==> src/rtl/alpha_fetch_pkg.sv <==
// Shared types and constants for the fetch PC generator and its branch history table.
package alpha_fetch_pkg;

   localparam logic [5:0] OPC_BCOND_LO = 6'h38;
   localparam logic [5:0] OPC_BCOND_HI = 6'h3F;

   typedef logic [1:0] bht_ctr_t;

   localparam bht_ctr_t CTR_WNT = 2'b01;
   localparam bht_ctr_t CTR_ST  = 2'b11;

   typedef enum logic {FS_INIT, FS_RUN} fetch_state_t;

   function automatic bht_ctr_t ctr_step(input bht_ctr_t ctr, input logic taken);
      if (taken) return (ctr == CTR_ST) ? ctr : ctr + 2'd1;
      else       return (ctr == 2'b00)  ? ctr : ctr - 2'd1;
   endfunction

endpackage

==> src/rtl/bpred_bht.sv <==
// Table of 2-bit saturating counters: reset-time sweep to weakly-not-taken,
// one write port shared by sweep and resolved-branch updates, async read port.
module bpred_bht
   import alpha_fetch_pkg::*;
#(
   parameter int IDX_W = 8
) (
   input  logic             clk,
   input  logic             reset,
   input  logic             sweep_en,
   output logic             sweep_last,
   input  logic [IDX_W-1:0] rd_idx,
   output bht_ctr_t         rd_ctr,
   input  logic             upd_valid,
   input  logic [IDX_W-1:0] upd_idx,
   input  logic             upd_taken
);

   localparam int DEPTH = 1 << IDX_W;

   bht_ctr_t         mem [DEPTH];
   logic [IDX_W-1:0] sweep_idx_q, sweep_idx_d;
   logic             we;
   logic [IDX_W-1:0] waddr;
   bht_ctr_t         wdata;
   bht_ctr_t         upd_old;

   assign rd_ctr     = mem[rd_idx];
   assign upd_old    = mem[upd_idx];
   assign sweep_last = sweep_en && (sweep_idx_q == {IDX_W{1'b1}});

   always_comb begin
      sweep_idx_d = sweep_idx_q;
      we          = 1'b0;
      waddr       = upd_idx;
      wdata       = ctr_step(upd_old, upd_taken);
      if (sweep_en) begin
         we          = 1'b1;
         waddr       = sweep_idx_q;
         wdata       = CTR_WNT;
         sweep_idx_d = sweep_idx_q + IDX_W'(1);
      end else if (upd_valid) begin
         we = 1'b1;
      end
   end

   always_ff @(posedge clk or posedge reset) begin
      if (reset) sweep_idx_q <= '0;
      else       sweep_idx_q <= sweep_idx_d;
   end

   // No reset on the array so it maps onto plain RAM; the sweep supplies initial contents.
   always_ff @(posedge clk) begin
      if (we) mem[waddr] <= wdata;
   end

endmodule

==> src/rtl/fetch_bpred.sv <==
// Fetch PC generator with conditional-branch prediction feeding decode.
// Define FETCH_BPRED_BTFN_EN for static backward-taken/forward-not-taken prediction (no table).
module fetch_bpred
   import alpha_fetch_pkg::*;
#(
   parameter logic [63:0] RESET_PC  = 64'h0,
   parameter int          BHT_IDX_W = 8
) (
   input  logic        clk,
   input  logic        reset,
   output logic [63:0] imem_addr,
   input  logic [31:0] imem_rdata,
   input  logic        stall,
   input  logic        rdr_valid,
   input  logic [63:0] rdr_pc,
   input  logic        upd_valid,
   input  logic [63:0] upd_pc,
   input  logic        upd_taken,
   output logic        if_valid,
   output logic [31:0] if_instr,
   output logic [63:0] if_pc_plus_4,
   output logic        if_pr_taken
);

`ifdef FETCH_BPRED_BTFN_EN
   localparam fetch_state_t ST_RESET = FS_RUN;
`else
   localparam fetch_state_t ST_RESET = FS_INIT;
`endif

   fetch_state_t state_q, state_d;
   logic [63:0]  pc_q, pc_d;
   logic         if_valid_q, if_valid_d;
   logic [31:0]  if_instr_q, if_instr_d;
   logic [63:0]  if_pc_plus_4_q, if_pc_plus_4_d;
   logic         if_pr_taken_q, if_pr_taken_d;

   logic [5:0]   opc;
   logic         is_cond;
   logic         pred;
   logic         sweep_last;
   logic [63:0]  disp;
   logic [63:0]  pc_plus_4;
   logic [63:0]  br_target;
   logic [63:0]  rdr_pc_al;
   logic         unused_bits;

   assign opc       = imem_rdata[31:26];
   assign is_cond   = ({1'b0, opc} >= {1'b0, OPC_BCOND_LO}) && ({1'b0, opc} <= {1'b0, OPC_BCOND_HI});
   assign disp      = {{41{imem_rdata[20]}}, imem_rdata[20:0], 2'b00};
   assign pc_plus_4 = pc_q + 64'd4;
   assign br_target = pc_plus_4 + disp;
   assign rdr_pc_al = {rdr_pc[63:2], 2'b00};

`ifdef FETCH_BPRED_BTFN_EN
   assign pred        = is_cond & imem_rdata[20];
   assign sweep_last  = 1'b1;
   assign unused_bits = ^{rdr_pc[1:0], imem_rdata[25:21], upd_valid, upd_pc, upd_taken};
`else
   bht_ctr_t rd_ctr;

   // Updates only count once the sweep has finished; during INIT they are dropped.
   bpred_bht #(.IDX_W(BHT_IDX_W)) u_bht (
      .clk        (clk),
      .reset      (reset),
      .sweep_en   (state_q == FS_INIT),
      .sweep_last (sweep_last),
      .rd_idx     (pc_q[BHT_IDX_W+1:2]),
      .rd_ctr     (rd_ctr),
      .upd_valid  (upd_valid && (state_q == FS_RUN)),
      .upd_idx    (upd_pc[BHT_IDX_W+1:2]),
      .upd_taken  (upd_taken)
   );

   assign pred        = is_cond & rd_ctr[1];
   assign unused_bits = ^{rdr_pc[1:0], imem_rdata[25:21], upd_pc[63:BHT_IDX_W+2], upd_pc[1:0], rd_ctr[0]};
`endif

   always_comb begin
      state_d        = state_q;
      pc_d           = pc_q;
      if_valid_d     = if_valid_q;
      if_instr_d     = if_instr_q;
      if_pc_plus_4_d = if_pc_plus_4_q;
      if_pr_taken_d  = if_pr_taken_q;
      case (state_q)
         FS_INIT: begin
            if_valid_d = 1'b0;
            if (rdr_valid)  pc_d    = rdr_pc_al;
            if (sweep_last) state_d = FS_RUN;
         end
         FS_RUN: begin
            // A redirect wins over stall so the wrong-path slot is always squashed.
            if (rdr_valid) begin
               pc_d       = rdr_pc_al;
               if_valid_d = 1'b0;
            end else if (!stall) begin
               pc_d           = pred ? br_target : pc_plus_4;
               if_valid_d     = 1'b1;
               if_instr_d     = imem_rdata;
               if_pc_plus_4_d = pc_plus_4;
               if_pr_taken_d  = pred;
            end
         end
         default: state_d = ST_RESET;
      endcase
   end

   always_ff @(posedge clk or posedge reset) begin
      if (reset) begin
         state_q        <= ST_RESET;
         pc_q           <= RESET_PC;
         if_valid_q     <= 1'b0;
         if_instr_q     <= '0;
         if_pc_plus_4_q <= '0;
         if_pr_taken_q  <= 1'b0;
      end else begin
         state_q        <= state_d;
         pc_q           <= pc_d;
         if_valid_q     <= if_valid_d;
         if_instr_q     <= if_instr_d;
         if_pc_plus_4_q <= if_pc_plus_4_d;
         if_pr_taken_q  <= if_pr_taken_d;
      end
   end

   assign imem_addr    = pc_q;
   assign if_valid     = if_valid_q;
   assign if_instr     = if_instr_q;
   assign if_pc_plus_4 = if_pc_plus_4_q;
   assign if_pr_taken  = if_pr_taken_q;

endmodule

==> config.mk <==
export PLATFORM = sky130hd
export DESIGN_NAME = fetch_bpred
export DESIGN_NICKNAME = d
export VERILOG_FILES = /design/src/rtl/alpha_fetch_pkg.sv /design/src/rtl/bpred_bht.sv /design/src/rtl/fetch_bpred.sv
export SDC_FILE = /design/constraint.sdc
export NUM_CORES = 1
export LEC_CHECK = 0
export CAP_MARGIN = 20
export CORE_MARGIN = 3
export CORE_UTILIZATION = 45
export CTS_BUF_LIST = sky130_fd_sc_hd__clkbuf_8
export CTS_CLUSTER_SIZE = 28
export DETAILED_ROUTE_END_ITERATION = 6
export PLACE_DENSITY = 0.62
export SYNTH_ARGS = -nofsm -noshare
export SYNTH_HDL_FRONTEND = slang
export SYNTH_HIERARCHICAL = 1
export SYNTH_SLANG_ARGS = --single-unit
==> constraint.sdc <==
create_clock -name clk -period 12.38 [get_ports clk]
set_clock_uncertainty 0.2 [all_clocks]
set_input_delay 3.095 -clock clk [delete_from_list [all_inputs] [get_ports clk]]
set_output_delay 3.095 -clock clk [all_outputs]
set_load 0.005 [all_outputs]
# Word level (Yosys, flattened, before mapping)
# Memory sizes are Yosys's and may differ from the RTL's.
# Index checks and enable logic that the tools add are counted.
totals:
  ff_bits: 171
  ramBits: 512
  in_bits: 166
  out_inout_bits: 162
  word_cells: 46
  mem_count: 1
op_classes:
  addsub: 5
  magnitude_cmp: 1
  n_eq_ne: 4
  n_mux: 19
  bitwise: 4
  n_reduce_logical: 5
memory_table:
  columns: ["name", "depth", "width", "read_ports", "rd_clocked_by_memory_dff", "wr", "line_no", "rtl"]
  rows:
  - ["u_bht.mem", 256, 2, 2, 0, 1, "bpred_bht.sv:21", "bht_ctr_t mem [DEPTH];"]
ops:
  columns: ["op", "n"]
  rows:
  - ["64-bit 2-to-1 mux", 4]
  - ["64-bit one-hot mux with 2 select lines", 1]
  - ["64-bit by 3-bit adder with 64-bit output, second input constant", 1]
  - ["64-bit adder", 1]
  - ["8-bit by 1-bit adder with 8-bit output, second input constant", 1]
  - ["8-bit equality test, second input constant", 1]
  - ["1-bit 2-to-1 mux", 8]
  - ["2-bit 2-to-1 mux", 4]
  - ["8-bit 2-to-1 mux", 1]
  - ["6-bit >= comparator, second input constant", 1]
  - ["3-bit != test, second input constant", 1]
  - ["1-bit NOT", 3]
  - ["3-bit AND reduction", 1]
  - ["2-bit by 1-bit adder with 2-bit output, second input constant", 1]
  - ["2-bit equality test, second input constant", 1]
  - ["1-bit logical AND", 2]
  - ["2-bit zero test", 1]
  - ["2-bit != test, second input constant", 1]
  - ["1-bit one-hot mux with 2 select lines", 1]
  - ["2-bit AND reduction", 1]
  - ["2-bit by 1-bit subtractor with 2-bit output, second input constant", 1]
  - ["1-bit AND", 1]

# Depth between registers and ports, before layout
logic_depth:
  ltp_word: 6
  ltp_mapped: 21

# Hierarchy
# The synthesis kept the hierarchy.
by_module_without_submodules:
  columns: ["module", "n_inst", "cells_each", "area_per_inst_um2", "seq_area_each_um2"]
  rows:
  - ["bpred_bht", 1, 1472, 25401.9, 15574.9]
  - ["fetch_bpred", 1, 1535, 11865.1, 3978.8]

# Worst setup path before layout
# No wires, ideal clock.
synth_timing:
  path_type: "input-to-reg"
  startpoint: "in upd_pc[3]"
  endpoint: "mem u_bht/mem[0][0] (netlist name) (data pin)"
  arrival_time_ps: 12044
  path_slack_ps: -1439
  path_stages: 12
  n_path_buf: 4
  path_cell_list: "clkbuf_1 > buf_2 > buf_2 > clkbuf_1 > mux4_2 > a211oi_1 > nor2_1 > a32oi_1 > nand3_1 > nand4_1 > o21ai_0 > a21oi_1"
synth_via:
  elab_chain_cells: 5
synth_lines:
  columns: ["element", "line_no", "rtl"]
  rows:
  - ["from (decl)", "fetch_bpred.sv:17", "input logic [63:0] upd_pc,"]
  - ["memory 256 x 2 bit *", null, null]
  - ["2-bit by 1-bit subtractor with 2-bit output (tied with other cells)", "alpha_fetch_pkg.sv:16", "else return (ctr == 2'b00) ? ctr : ctr - 2'd1;"]
  - ["2-bit 2-to-1 mux, on equally long branches", "alpha_fetch_pkg.sv:16, alpha_fetch_pkg.sv:15", null]
  - ["2-bit 2-to-1 mux *", "alpha_fetch_pkg.sv:15", "if (taken) return (ctr == CTR_ST) ? ctr : ctr + 2'd1;"]
  - ["2-bit 2-to-1 mux *", "bpred_bht.sv:37", "if (sweep_en) begin"]
  - ["named net u_bht.wdata[0]", "bpred_bht.sv:25", "bht_ctr_t wdata;"]
  - ["to (decl)", "bpred_bht.sv:21", null]
# The timed path passes the listed nets; every way through them passes the cells marked *.

# Worst setup path in the final report
layout_timing:
  startpoint: "in upd_pc[3]"
  endpoint: "mem u_bht/mem[19][1] (netlist name) (data pin)"
# Same word-level chain as after synthesis.

==> qor.csv <==
stage,metric,value,unit
outcome,status,finished clean,
die,fp-row-count,102,
finish,area_growth,16.39,%
setup_path,reg2reg_from,imem_addr[5],
global_routing,grt_max_degree,149,
timing,fmax,124.8,MHz
clock_tree,hold_buffers,0,
die,io_pins,328,
placed_design,routabilityCongestion,0.9364,
die,start_util,0.4556,
clock_tree,htree_num_levels,3,
min_path,holdPathEnd,if_instr[3],
power,p_per_area,122.0,nW/um^2
die,fp.dieW,286.3,um
timing,fin_crit_sh,0.6473,
setup_path,slowest_delay,0.78,ns
synth,syn_area,35350,um^2
clock_tree,cts.sinks,679,
setup_path,cp_common_cell,buf_4,
finish,seq_area,19560,um^2
timing,finalWorstSetupSlack,4.367,ns
placed_design,dp.cells,4073,
setup_path,path_class,input pin to flip-flop,
synth,synthCells,2922,
clock_tree,post_cts_buffers,0,
clock_tree,cts-root-buf,clkbuf_8,
global_routing,grt_overflow,0,
finish,layout_common_cells,"edfxtp_1, nand2_1, nor2_1",
min_path,hold_class,flip-flop to flip-flop,
setup_path,cp_slowest_cell,buf_4,
power,peakVddDrop,0.08503,mV
clock_tree,cts_tree,yes,
finish,nNetsFinal,3392,
timing,drv_slew,0,
power,leakage,14.54,nW
die,dieArea,81960,um^2
finish,final_common_cell,edfxtp_1,
finish,final_cell_area,41150,um^2
setup_path,endpoint_kind,flip-flop,
global_routing,globalRouteTotalUtil,0.2608,
setup_path,r2r_setup_slack,5.81,ns
detailed_routing,wl_per_cell,25.30,um
clock_tree,clk_pin_slew,0.06,ns
finish,layout-drive-gt1-share,0.1319,
finish,fill_cells,6696,
timing,slew_headroom,0.2593,
detailed_routing,wirelength,107800,um
global_routing,grt_pass1_vias,26150,
setup_path,crit_path_start_kind,input pin,
setup_path,worstPathArrival,8.24,ns
setup_path,path_max_fanout,61,
setup_path,ff2ff_path_depth,20,
setup_path,worstPathCellList,buf_4 -> buf_4 -> buf_4 -> mux4_2 -> o22ai_1 -> nor3_1 -> nor4_1 -> nor4_1 -> o21ai_0 -> o22ai_4 -> buf_16 -> buf_4,
detailed_routing,routed_via_density,6.099,
clock_tree,clock_latency,0.75,ns
run,max-cap-violations,0,
placed_design,port_buffers,265,
timing,fin_crit,8.013,ns
detailed_routing,postRouteAntennaNets,0,
clock_tree,cts_resized,0,
timing,setup_viol,0,
timing,hold_ws,0.2716,ns
timing,worst_pin_slew,1.097,ns
placed_design,postPlaceCellArea,39070,um^2
synth,ys.warnings.count,6,
timing,rsz0062_at_grt,no,
placed_design,hpwl,72970,um
placed_design,preCtsSetupSlack,3.319,ns
global_routing,antenna_found_initial,1,
global_routing,grt_pass1_wl,162900,um
min_path,hp-start,if_instr[3],
detailed_routing,drc,0,
setup_path,rr_endpoint,imem_addr[63],
synth,postSynthAreaPerCell,12.10,um^2
min_path,min_path_cells,2,
detailed_routing,vias,26000,
die,die_h,286.3,um
finish,multiInputGateArea,14770,um^2
clock_tree,cts.path.max_buffers,3,
clock_tree,cts_buffers,111,
detailed_routing,drt-initial-drc-count,2767,
die,core,77590,um^2
setup_path,worst_ep_required_time,12.60,ns
finish,finalNonFillerCells,4263,
detailed_routing,drt-pass1-iter-count,6,
timing,finalHoldViolCount,0,
==> where the power goes <==
group / total [W] / switching [W] / internal, W
clock: 0.00183 / 0.000911 / 0.000919
combinational: 0.000702 / 0.000398 / 0.000304
sequential: 0.00249 / 0.0000428 / 0.00245
==> final cells by class <==
cell class	instances	share of cell area
multi-input combinational	1975	0.3588
tap	1040	0.03162
timing repair buffer	311	0.07818
clock inverter	70	0.01025
clock buffer	117	0.03913
antenna	1	0.00006081
inverter	70	0.006507
sequential	679	0.4754
==> critical path: cells and delay by family <==
kind / cells / cell delay [ns]
and+or+nand+nor: 3 / 1.03
AOI/OAI and AO/OA: 3 / 1.03
muxes: 1 / 0.33
buffers and inverters: 5 / 2.57
==> sequential cells by signal, indices dropped and copies added, names as in the netlist <==
| signal | flops |
|---|---|
| state_q | 1 |
| u_bht/sweep_idx_q | 8 |
| if_valid | 1 |
| if_pr_taken | 1 |
| u_bht/mem | 512 |
| imem_addr | 62 |
| if_pc_plus_4 | 62 |
| if_instr | 32 |
==> worst max path at each step <==
stage	from	end	slack, ns	depth (start not counted)
detailed placement	upd_pc[3]	u_bht/mem[165][0]	3.32	11
global placement	upd_pc[3]	u_bht/mem[180][0]	3.49	11
finish	upd_pc[3]	u_bht/mem[19][1]	4.37	12
floorplan	upd_pc[3]	u_bht/mem[0][0]	-1.44	12
CTS	upd_pc[3]	u_bht/mem[205][0]	4.12	11
global route	upd_pc[3]	u_bht/mem[23][1]	4.20	12
==> routing by layer <==
metal	vias up	GRT usage	routed length, um
met5	-	0	0
met4	0	0.08316	2860
met3	191	0.04758	9340
met2	1278	0.4261	52090
met1	13110	0.3557	43560
li1	11430	-	-
==> through the flow <==
stage	total power, W	setup TNS [ns]	utilization
final	0.005022	0	0.5303
after global routing	0.005228	0	0.5303
after CTS	0.005064	0	0.5297
after detailed placement	0.003229	0	0.5035
after global placement	0.003224	0	0.5004
after floorplan	0.002968	-733.20	-
Power figures use the tool's default switching activity.
